`src/rtl/kbd_pkg.sv`:
```
// kbd_pkg: shared types and constants for the keyboard frame sequencer.
// FRAME_BITS is the PS/2 frame length (start, 8 data, parity, stop) the
// shifter needs after each load; BREAK_PREFIX is the scan-code break byte.
package kbd_pkg;

  typedef enum logic [1:0] {
    ST_IDLE  = 2'd0,
    ST_LOAD  = 2'd1,
    ST_SHIFT = 2'd2,
    ST_GAP   = 2'd3
  } kbd_state_t;

  localparam int         FRAME_BITS   = 11;
  localparam logic [7:0] BREAK_PREFIX = 8'hF0;

  // Shifter load word: code bit 0 lands in bit 8 (sent first), then odd parity.
  function automatic logic [8:0] kbd_encode(input logic [7:0] code);
    logic [7:0] rev;
    for (int i = 0; i < 8; i++) begin
      rev[7-i] = code[i];
    end
    return {rev, ~^code};
  endfunction

endpackage

```
`src/rtl/kbd_code_fifo.sv`:
```
// kbd_code_fifo: small scan-code queue with wrap-around pointers.
// The head entry is visible combinationally so the sequencer can encode it
// on the same edge it pops. A push arriving while full is still taken when a
// pop happens on the same edge, so occupancy simply stays at FIFO_DEPTH.
module kbd_code_fifo #(
  parameter int FIFO_DEPTH = 4
) (
  input  logic       kbd_clk,
  input  logic       rst_n,
  input  logic       i_push,
  input  logic [7:0] i_wr_data,
  input  logic       i_pop,
  output logic [7:0] o_rd_data,
  output logic       o_full,
  output logic       o_empty
);

  localparam int             PTR_W      = $clog2(FIFO_DEPTH);
  localparam logic [PTR_W:0] FULL_COUNT = (PTR_W+1)'(FIFO_DEPTH);

  logic [7:0]       r_mem [FIFO_DEPTH];
  logic [PTR_W-1:0] r_wr_ptr;
  logic [PTR_W-1:0] r_rd_ptr;
  logic [PTR_W:0]   r_count;
  logic             w_do_push;
  logic             w_do_pop;

  assign o_full    = (r_count == FULL_COUNT);
  assign o_empty   = (r_count == '0);
  assign w_do_pop  = i_pop && !o_empty;
  assign w_do_push = i_push && (!o_full || w_do_pop);
  assign o_rd_data = r_mem[r_rd_ptr];

  // Storage write; contents need no reset since pointers define validity.
  always_ff @(posedge kbd_clk) begin
    if (w_do_push) begin
      r_mem[r_wr_ptr] <= i_wr_data;
    end
  end

  // Pointer and occupancy bookkeeping; power-of-2 depth wraps naturally.
  always_ff @(posedge kbd_clk) begin
    if (!rst_n) begin
      r_wr_ptr <= '0;
      r_rd_ptr <= '0;
      r_count  <= '0;
    end else begin
      if (w_do_push) r_wr_ptr <= r_wr_ptr + 1'b1;
      if (w_do_pop)  r_rd_ptr <= r_rd_ptr + 1'b1;
      case ({w_do_push, w_do_pop})
        2'b10:   r_count <= r_count + 1'b1;
        2'b01:   r_count <= r_count - 1'b1;
        default: r_count <= r_count;
      endcase
    end
  end

endmodule

```
`src/rtl/kbd_frame_sequencer.sv`:
```
// kbd_frame_sequencer: queues scan codes and feeds them one frame at a time
// to a PS/2 frame shifter (load strobe, 11 shift cycles, inter-frame gap).
// Optional build macro KBD_BREAK_EN: each popped code emits code, F0, code.
// Frames inside one code's burst stretch their gap by one cycle so the load
// spacing matches the IDLE cycle separating independent codes.
module kbd_frame_sequencer
  import kbd_pkg::*;
#(
  parameter int FIFO_DEPTH = 4,
  parameter int GAP_CYCLES = 2
) (
  input  logic       kbd_clk,
  input  logic       rst_n,
  input  logic       key_valid,
  input  logic [7:0] key_code,
  output logic       key_ready,
  output logic       ld,
  output logic [8:0] frame_data,
  output logic       busy,
  output logic       fifo_full
);

  localparam int               GAP_W    = $clog2(GAP_CYCLES + 1);
  localparam logic [GAP_W-1:0] GAP_LAST = GAP_W'(GAP_CYCLES - 1);
  localparam logic [3:0]       BIT_LAST = 4'(FRAME_BITS - 1);
`ifdef KBD_BREAK_EN
  localparam logic [GAP_W-1:0] GAP_LAST_LONG = GAP_W'(GAP_CYCLES);
`endif

  kbd_state_t       r_state;
  logic [3:0]       r_bit_cnt;
  logic [GAP_W-1:0] r_gap_cnt;
  logic             r_ld;
  logic [8:0]       r_frame_data;
  logic             w_pop;
  logic             w_empty;
  logic             w_full;
  logic [7:0]       w_head;
`ifdef KBD_BREAK_EN
  logic [7:0]       r_code;
  logic [1:0]       r_frame_idx;
`endif

  assign w_pop      = (r_state == ST_IDLE) && !w_empty;
  assign ld         = r_ld;
  assign frame_data = r_frame_data;
  assign busy       = (r_state != ST_IDLE);
  assign fifo_full  = w_full;
  assign key_ready  = !w_full;

  kbd_code_fifo #(
    .FIFO_DEPTH (FIFO_DEPTH)
  ) u_fifo (
    .kbd_clk   (kbd_clk),
    .rst_n     (rst_n),
    .i_push    (key_valid),
    .i_wr_data (key_code),
    .i_pop     (w_pop),
    .o_rd_data (w_head),
    .o_full    (w_full),
    .o_empty   (w_empty)
  );

  // Frame FSM: load strobe/data are registered and only non-zero in LOAD.
  always_ff @(posedge kbd_clk) begin
    if (!rst_n) begin
      r_state      <= ST_IDLE;
      r_bit_cnt    <= '0;
      r_gap_cnt    <= '0;
      r_ld         <= 1'b0;
      r_frame_data <= '0;
`ifdef KBD_BREAK_EN
      r_code       <= '0;
      r_frame_idx  <= '0;
`endif
    end else begin
      r_ld         <= 1'b0;
      r_frame_data <= '0;
      case (r_state)
        ST_IDLE: begin
          if (!w_empty) begin
            r_state      <= ST_LOAD;
            r_ld         <= 1'b1;
            r_frame_data <= kbd_encode(w_head);
`ifdef KBD_BREAK_EN
            r_code       <= w_head;
            r_frame_idx  <= '0;
`endif
          end
        end
        ST_LOAD: begin
          r_state   <= ST_SHIFT;
          r_bit_cnt <= '0;
        end
        ST_SHIFT: begin
          if (r_bit_cnt == BIT_LAST) begin
            r_state   <= ST_GAP;
            r_gap_cnt <= '0;
          end else begin
            r_bit_cnt <= r_bit_cnt + 1'b1;
          end
        end
        ST_GAP: begin
`ifdef KBD_BREAK_EN
          if (r_frame_idx != 2'd2) begin
            if (r_gap_cnt == GAP_LAST_LONG) begin
              r_state      <= ST_LOAD;
              r_frame_idx  <= r_frame_idx + 1'b1;
              r_ld         <= 1'b1;
              r_frame_data <= kbd_encode((r_frame_idx == 2'd0) ? BREAK_PREFIX : r_code);
            end else begin
              r_gap_cnt <= r_gap_cnt + 1'b1;
            end
          end else if (r_gap_cnt == GAP_LAST) begin
            r_state <= ST_IDLE;
          end else begin
            r_gap_cnt <= r_gap_cnt + 1'b1;
          end
`else
          if (r_gap_cnt == GAP_LAST) begin
            r_state <= ST_IDLE;
          end else begin
            r_gap_cnt <= r_gap_cnt + 1'b1;
          end
`endif
        end
        default: r_state <= ST_IDLE;
      endcase
    end
  end

endmodule

```
`config.mk`:
```
export PLATFORM = sky130hd
export DESIGN_NAME = kbd_frame_sequencer
export DESIGN_NICKNAME = d
export VERILOG_FILES = /design/src/rtl/kbd_pkg.sv /design/src/rtl/kbd_code_fifo.sv /design/src/rtl/kbd_frame_sequencer.sv
export SDC_FILE = /design/constraint.sdc
export NUM_CORES = 1
export LEC_CHECK = 0
export CORE_MARGIN = 8
export CORE_UTILIZATION = 40
export CTS_BUF_LIST = sky130_fd_sc_hd__clkbuf_4 sky130_fd_sc_hd__clkbuf_8
export DETAILED_ROUTE_END_ITERATION = 10
export PLACE_DENSITY = 0.58
export SLEW_MARGIN = 20
export SYNTH_ARGS = -nofsm -noshare
export SYNTH_HDL_FRONTEND = slang
export SYNTH_SLANG_ARGS = --single-unit
export TNS_END_PERCENT = 30
```
`constraint.sdc`:
```
create_clock -name kbd_clk -period 2.8 [get_ports kbd_clk]
set_input_delay 0.42 -clock kbd_clk [delete_from_list [all_inputs] [get_ports kbd_clk]]
set_output_delay 0.42 -clock kbd_clk [all_outputs]
set_load 0.03 [all_outputs]
```
======== Word-level counts from Yosys, hierarchy flattened ========
Memory sizes are Yosys's and may differ from the RTL's. A register that Yosys moved wholly into a read port is not among the register bits.
Cells that the tools add are included.
W data, S select, Z words.
storage, ports and cells
  register bits after elaboration ......... 25
  bits in latches ......................... 0
  memory bits (writable) .................. 32
  memory bits (read-only) ................. 0
  input port bits ......................... 11
  output and inout bits ................... 13
  memories kept ........................... 1
memories
  memory        words  width  read ports  clocked after memory_dff  wr ports  line                 RTL
  u_fifo.r_mem  4      8      1           1                         1         kbd_code_fifo.sv:21  logic [7:0] r_mem [FIFO_DEPTH];
cells by class
  add/subtract/negate cells ............... 6
  multipliers ............................. 0
  divide/modulo/power cells ............... 0
  magnitude comparators ................... 0
  equal/unequal tests ..................... 13
  shift-type cells ........................ 0
  mux-type cells .......................... 15
  bitwise gates (word level) .............. 2
  reduce and logical (&&, ||, !) cells .... 18
operators with widths
  cell                   count
  $mux W2                7
  $ne A2 B2 Y1 const B   5
  $pmux W2 S4            1
  $pmux W4 S2            1
  $reduce_bool A2 Y1     4
  $reduce_xnor A8 Y1     1
  $add A2 B1 Y2 const B  3
  $eq A2 B1 Y1 const B   3
  $eq A2 B2 Y1 const B   3
  $pmux W3 S2            1
  $reduce_and A3 Y1      2
  $add A4 B1 Y4 const B  1
  $eq A4 B4 Y1 const B   1
  $mux W4                1
  $pmux W2 S2            1
  $reduce_and A2 Y1      2
  $add A3 B1 Y3 const B  1
  $eq A3 B3 Y1 const B   1
  $logic_and A1 B1 Y1    3
  $logic_not A3 Y1       1
  $mux W1                3
  $reduce_or A3 Y1       1
  $sub A3 B1 Y3 const B  1
  $logic_not A1 Y1       2
  3 further kinds        4

======== Depth between registers and ports, before layout ========
Gate-level depths: netlist of the first run.
  depth after elaboration ................. 8
  gate-level depth with buffers ........... 11
  mapped depth without buffers ............ 10

======== By module ========
Synthesis of the first run repeated with hierarchy kept, for this count alone.
unflattened totals
  cell total of the unflattened synthesis .. 182
  area, all modules ....................... 2497.4 µm²
by module, submodules not included
  module               times used  cells an instance  area each (µm²)  seq. area each (µm²)
  kbd_code_fifo        1           96                 1645.3           1141.1
  kbd_frame_sequencer  1           86                 852.1            360.3

======== Worst setup path after synthesis of the first run ========
OpenSTA, ideal clock, no wires.
  path type ............................... flip-flop to flip-flop
  start ................................... reg r_state[0]
  end ..................................... reg u_fifo.r_count[2]
  setup time .............................. 115 ps
  arrival ................................. 2291 ps
  slack ................................... 394 ps
  cell stages (with the launch flop) ...... 11
  path buffers ............................ 1
  period minus slack after synthesis ...... 2406 ps
  cells stage by stage .................... dfxtp_1 inv_1 ha_1 buf_2 inv_1 or3_1 fa_1 nand2b_1 o221ai_1 o221ai_1 and2_1
between the ends
  cells in the longest elaborated chain, start to end .. 7
  elaborated cells on any way between the ends .. 9
RTL lines
  what                                               line                       RTL
  from (decl)                                        kbd_frame_sequencer.sv:30  kbd_state_t r_state;
  from (signal assigned)                             kbd_frame_sequencer.sv:67  r_state <= ST_IDLE;
  from (signal assigned)                             kbd_frame_sequencer.sv:82  r_state <= ST_LOAD;
  from (signal assigned)                             kbd_frame_sequencer.sv:92  r_state <= ST_SHIFT;
  $logic_not A2 Y1 (*)                               kbd_frame_sequencer.sv:44  assign w_pop = (r_state == ST_IDLE) && !w_empty;
  $logic_and A1 B1 Y1 (*)                            kbd_frame_sequencer.sv:44
  $logic_and A1 B1 Y1 (*)                            kbd_code_fifo.sv:30        assign w_do_pop = i_pop && !o_empty;
  $logic_or A1 B1 Y1                                 kbd_code_fifo.sv:31        assign w_do_push = i_push && (!o_full || w_do_pop);
  $logic_and A1 B1 Y1                                kbd_code_fifo.sv:31
  $eq A2 B1 Y1 or $eq A2 B2 Y1 (tied branches)       kbd_code_fifo.sv:50        case ({w_do_push, w_do_pop})
  $pmux W3 S2 or $reduce_bool A2 Y1 (tied branches)  n/a
  to (signal assigned)                               kbd_code_fifo.sv:51        2'b10: r_count <= r_count + 1'b1;
  to (signal assigned)                               kbd_code_fifo.sv:52        2'b01: r_count <= r_count - 1'b1;
  to (signal assigned)                               kbd_code_fifo.sv:53        default: r_count <= r_count;
  to (decl)                                          kbd_code_fifo.sv:24        logic [PTR_W:0] r_count;
Every way passes the cells marked *; elsewhere a longest branch is shown, timed or not.
A chain may end at the register's enable or synchronous reset.

======== Worst setup path after layout of the first run ========
  start ................................... reg u_fifo.r_count[2]
  end ..................................... out fifo_full
between the ends
  cells in the longest elaborated chain, start to end .. 1
RTL lines
  what          line                       RTL
  $eq A3 B3 Y1  kbd_code_fifo.sv:28        assign o_full = (r_count == FULL_COUNT);
  to (decl)     kbd_frame_sequencer.sv:20  output logic fifo_full
Every way passes these cells.

==> results of run 1 <==
-- flip-flops by register name, summed over array words and instances (netlist names), named ones only --
signal / cells
u_fifo.r_mem: 32
r_bit_cnt: 4
r_state: 2
u_fifo.r_count: 3
ld: 1
r_gap_cnt: 2
u_fifo.r_wr_ptr: 2
u_fifo.r_rd_ptr: 2
frame_data: 9
-- final timing paths --
check	end	startpoint	slack [ps]
hold / removal	r_gap_cnt[0]$_SDFFE_PN0P_	r_gap_cnt[0]$_SDFFE_PN0P_	520
setup / recovery	fifo_full	u_fifo.r_count[2]$_SDFFE_PN0P_	460
hold reg to reg	r_gap_cnt[0]$_SDFFE_PN0P_	r_gap_cnt[0]$_SDFFE_PN0P_	520
setup reg to reg	u_fifo.r_count[2]$_SDFFE_PN0P_	r_state[1]$_SDFFE_PN0P_	550
-- layer usage --
metal / wire [um] / up-vias
li1: - / 741
met1: 1966 / 671
met2: 1855 / 24
met3: 252 / 8
met4: 74 / 0
met5: 0 / -
-- tightest hold or removal path: cells and delay by family, from the launching register on --
family | cells | cell delay [ps]
AOI/OAI and AO/OA | 1 | 60
DFF | 1 | 340
and+or+nand+nor | 1 | 60
-- power by group --
part	internal [mW]	total (mW)	switching, mW
Combinational	0.491	1.04	0.552
Clock	0.435	0.766	0.332
Sequential	1.05	1.14	0.0939
Total	1.98	2.95	0.977
-- cell type report --
cell class	instances	area, um^2	share of cell area [%]
Timing Repair Buffer	25	245.2	8.046
Inverter	12	45.04	1.478
Multi-Input combinational cell	112	957.2	31.40
Tap cell	77	96.34	3.161
Clock buffer	11	138.9	4.557
Clock inverter	5	63.81	2.094
Sequential cell	59	1501	49.26
-- kinds of logic after synthesis --
group	share of synthesized area (%)
flip-flops	59.20
AO/OA/AOI/OAI	5.970
buffers and inverters	3.058
AND/OR/NAND/NOR	11.45
multiplexers	8.486
XOR/XNOR	5.131
adder cells (fa/ha/maj)	6.709
-- placed cells by master (no fill, tap or decap), types with 2 or more instances in the layout --
| cell type | n |
|---|---|
| edfxtp_1 | 32 |
| dfxtp_1 | 27 |
| clkdlybuf4s50_1 | 23 |
| inv_1 | 12 |
| and2_1 | 12 |
| ha_1 | 12 |
| xnor2_1 | 11 |
| nand2_1 | 9 |
| clkbuf_8 | 9 |
| o21ai_0 | 8 |
| and3_1 | 7 |
| nor2b_1 | 6 |
| nor2_1 | 5 |
| mux4_1 | 4 |
| mux4_2 | 4 |
| nand3_1 | 3 |
| clkinv_4 | 3 |
| nor3_1 | 2 |
| o21a_1 | 2 |
| and3_2 | 2 |
| mux2i_1 | 2 |
| a21oi_1 | 2 |
| nand2b_1 | 2 |
| a31oi_1 | 2 |
| o221ai_1 | 2 |
| xor2_1 | 2 |
| clkbuf_4 | 2 |
| buf_4 | 2 |
-- stage by stage --
stage / worst slack (ps) / hold WS (ps) / total power [mW] / area [um^2] / std cells
2_1_floorplan: 393.8 / 467.5 / 1.936 / 2536 / 189
3_3_place_gp: 408.5 / 497.6 / 2.220 / 2845 / 285
3_5_place_dp: 378.7 / 505.4 / 2.222 / 2845 / 285
4_1_cts: 423.6 / 515.1 / 2.998 / 3048 / 301
5_1_grt: 317.6 / 546.2 / 3.154 / 3048 / 301
6_report: 457.1 / 520.2 / 2.953 / 3048 / 301
==> impl_metrics.tcl, run 1 <==
set metrics [dict create \
    cts_resized 0 \
    use_met2_pct 15.77 \
    irDropWorstVdd_mv 0.4739 \
    ys.flop_type "edfxtp_1" \
    worst_setup_path_end_kind "output pin" \
    relSlewSlack_pct 52.22 \
    setup_tns_ps 0 \
    finalClockSkew_ps 8.243 \
    drive_gt1_share_pct 11.61 \
    cts_setup_buffers 0 \
    wire_per_inst_um 13.78 \
    critPathKind "reg -> out" \
    ant_nets 0 \
    post-dp-hpwl_mm 2.876 \
    tightest_slew_ps 714.5 \
    drcViolationCount 0 \
    period_needed_ps 2343 \
    hold_viol 0 \
    fin_crit_sh_pct 83.67 \
    grt_pass1_vias 1405 \
    ys_top_cells_by_count "edfxtp_1, dfxtp_1, and2_1, ha_1, inv_1" \
    synth.avg_cell_area_um2 13.42 \
    grtUsageTotal_pct 10.41 \
    grt_overflow 0 \
    path_clk_slew_ps 70 \
    synth-async-reset-ratio_pct 0 \
    clock_latency_ps 330 \
    initial_core_util_pct 40.64 \
    required_ps 2380 \
    rsz0062_at_grt "no" \
    crit_buf_inv 2 \
    insertedDiodeCount 0 \
    clockBufferDepth 2 \
    antenna_found_initial 0 \
    hold_buffers 0 \
    tritoncts "yes" \
    routed_via_density 4.797 \
    power_leakage_nw 1.133 \
    crit_path_start_kind "register" \
    cp_max_fo 6 \
    slew_viol_final 0 \
    hold_path.class "reg -> reg" \
    syn-cell-area_um2 2536 \
    holdPathStages 2 \
    status "completed" \
    synth_top_area_cell "edfxtp_1" \
    synth.top_cell.area_share_pct 37.89 \
    crit_family "buffers and inverters" \
    cp_slowest_stage_delay_ps 670 \
    yosysWarnings 0 \
    syn-num-nets 213 \
    die_area_um2 9144 \
    fp.dieH_um 95.63 \
    worstPathCellList "or3b_1, inv_1, clkdlybuf4s50_1" \
    vias 1444 \
    cts.sinks 59 \
    ys_top_cells_by_area "edfxtp_1, dfxtp_1, ha_1" \
    setup_viol 0 \
    slowest_stage "clkdlybuf4s50_1" \
    busiest_layer "met2" \
    cts_root_buf "clkbuf_8" \
    synthDistinctLibCells 40 \
    drtIter0Drc 66 \
    nets 243 \
    portBuffers 23 \
    cp.arrival_ps 1920 \
    grt.met1_usage_pct 12.07 \
    ys_seq_area_share_pct 59.20 \
    power.density_nw_per_um2 969.0 \
    met3_usage_pct 5.354 \
    fin_util_pct 48.84 \
    fillCellCount 571 \
    syn2layout_area_growth_pct 20.18 \
    die_w_um 95.63 \
    cts_buffers 9 \
    synth_cells 189 \
    yosysMostFrequentCell "edfxtp_1" \
    cp.depth 3 \
    max_clock_freq_mhz 426.8 \
    place_congestion 0.7844 \
    grt_pass1_wl_mm 6.948 \
    ys_ff_latch 59 \
    ioPinCount 24 \
    synth_edf_count 32 \
    core_area_um2 6241 \
    rows 29 \
    firstDrtPassIters 4 \
    drv_cap 0 \
    grt_start_max_net_pins 26 \
    ff2ff_path_depth 9 \
    drt-total-wl_mm 4.149 \
    htree_levels 3 \
]
Note: power is estimated with default switching activity, not from simulation.
==> run 2, diff against run 1 <==
clock period = 2.4 ns   (was 2.8 ns; I/O delays follow)
==> run 2 against run 1 <==
Effect of this change:
- clock skew decreased by 2.3 ps
- combinational power increased by 26%
- register-to-register slack got worse by 350 ps
- first-iteration DRC count decreased by 26%
- die area unchanged
- worst hold slack got worse by 9.4 ps
- design area increased by 2.6%
- global-route usage about the same
- count of clock-buffer cells in the layout decreased by 2
- routed wire length increased by 4.4%
- flip-flop and latch count unchanged
- clock power increased by 28%
- largest cell class unchanged
- largest power group unchanged
==> impl_metrics.tcl, run 2 (synthesized netlist as in run 1, its figures left out) <==
set metrics [dict create \
    status "completed" \
    hold_viol 0 \
    power_leakage_nw 1.167 \
    cts.sinks 59 \
    fillCellCount 577 \
    drt-total-wl_mm 4.333 \
    core_area_um2 6241 \
    crit_path_start_kind "register" \
    cp_slowest_stage_delay_ps 660 \
    drcViolationCount 0 \
    grt_pass1_wl_mm 7.024 \
    initial_core_util_pct 40.64 \
    crit_buf_inv 2 \
    finalClockSkew_ps 5.963 \
    drtIter0Drc 49 \
    syn2layout_area_growth_pct 23.33 \
    period_needed_ps 2263 \
    fin_util_pct 50.12 \
    irDropWorstVdd_mv 0.4993 \
    fin_cells 308 \
    die_area_um2 9144 \
    rows 29 \
    p_switching_mw 1.181 \
    setup_tns_ps 0 \
    drive_gt1_share_pct 16.02 \
    htree_levels 3 \
    setup_viol 0 \
    ioPinCount 24 \
    grt_start_max_net_pins 17 \
    cp.arrival_ps 1900 \
    slowest_stage "clkdlybuf4s50_1" \
    hold_path.class "reg -> reg" \
    tightest_slew_ps 561.4 \
    place_congestion 0.7444 \
    wire_per_inst_um 14.07 \
    nets 250 \
    cp_max_fo 6 \
    fp.dieH_um 95.63 \
    post-dp-hpwl_mm 2.968 \
    vias 1488 \
    grtUsageTotal_pct 10.42 \
    internal_power_mw 2.429 \
    cts_root_buf "clkbuf_8" \
    tritoncts "yes" \
    switching_share_pct 32.72 \
    cts_setup_buffers 0 \
    final_common_cell "edfxtp_1" \
    max_clock_freq_mhz 441.9 \
    worstPathCellList "or3b_1, inv_1, clkdlybuf4s50_1" \
    relSlewSlack_pct 62.57 \
    p_clk_share_pct 27.1 \
    seqPwrFrac_pct 36.7 \
    insertedDiodeCount 0 \
    top_register "u_fifo.r_mem" \
    power.density_nw_per_um2 1154 \
    rsz0062_at_grt "no" \
    clockBufferDepth 2 \
    whs_ps 510.8 \
    required_ps 2040 \
    grt_pass1_vias 1470 \
    slew_viol_final 0 \
    firstDrtPassIters 4 \
    dp.cells 292 \
    worst_setup_path_end_kind "output pin" \
    antenna_found_initial 0 \
    portBuffers 23 \
    largest_register_ffs 32 \
    critPathKind "reg -> out" \
    ant_nets 0 \
    die_w_um 95.63 \
    drv_cap 0 \
    path_clk_slew_ps 70 \
    crit_family "buffers and inverters" \
    clock_latency_ps 330 \
    combPwrFrac_pct 36.2 \
    most-common-layout-cells "edfxtp_1, dfxtp_1, clkdlybuf4s50_1, and2_1" \
    routed_via_density 4.831 \
    grt_overflow 0 \
    cts_buffers 9 \
    fin_crit_sh_pct 94.29 \
]
run 2: cell count changes in the layout (fill, tap and decap cells not counted), sizes merged:
cell,delta
clkinvlp,+1
bufinv,+1
buf,+7
clkbuf,-2
clkinv,+1
inv,-1
run 2: final cells by class:
| cell class | instances | area, um^2 | area share [%] |
|---|---|---|---|
| multi-input combinational | 112 | 967.2 | 30.92 |
| clock inverter | 7 | 92.59 | 2.960 |
| clock buffer | 9 | 123.9 | 3.960 |
| inverter | 12 | 48.80 | 1.560 |
| timing repair buffer | 32 | 297.8 | 9.520 |
| sequential | 59 | 1501 | 48.00 |
| tap | 77 | 96.34 | 3.080 |
run 2: repair_timing:
item / CTS / global route
resized for setup: 0 / 4
hold buffers: 0 / 0
setup endpoints to repair: 0 / 1
run 2: per-stage QoR:
stage	setup slack (ps)	instance area, um^2	total power [mW]
after global placement	78.67	2907	2.649
after detailed placement	14.20	2907	2.661
after CTS	48.10	3123	3.656
after floorplan	16.78	2547	2.286
final	137.1	3128	3.611
after global routing	21.53	3128	3.861
run 2: final timing paths:
check	startpoint	to	slack, ps	cells past startpoint
min reg2reg	r_gap_cnt[0]$_SDFFE_PN0P_	r_gap_cnt[0]$_SDFFE_PN0P_	510	2
max	u_fifo.r_count[2]$_SDFFE_PN0P_	fifo_full	140	3
max reg2reg	r_state[0]$_SDFFE_PN0P_	u_fifo.r_count[2]$_SDFFE_PN0P_	200	9
min	r_gap_cnt[0]$_SDFFE_PN0P_	r_gap_cnt[0]$_SDFFE_PN0P_	510	2
run 2: worst register-to-register path: cells and delay by family, from the launching register on:
kind,cells,cell delay [ps]
buf+inv,2,190
compound gates,2,310
simple gates,3,700
fa+ha+maj,2,550
flops,1,350
run 2: power by group through the flow:
stage | Combinational [mW] | Sequential [mW] | Clock (mW)
final | 1.31 | 1.32 | 0.980
after global routing | 1.46 | 1.35 | 1.06
after CTS | 1.32 | 1.32 | 1.01
after global placement | 1.31 | 1.34 | 0
after floorplan | 0.886 | 1.40 | 0
after detailed placement | 1.31 | 1.35 | 0
run 2: metal layers:
metal / wire, um / global-route usage (%)
met1: 2138 / 12.33
met2: 1907 / 16.06
met4: 93 / 6.146
met5: 0 / 0
met3: 194 / 3.622
==> run 3, diff against run 2 <==
SLEW_MARGIN = 30   (was 20)
==> results of run 3 <==
The final DEF is identical to that of run 2; final timing and power are the same.
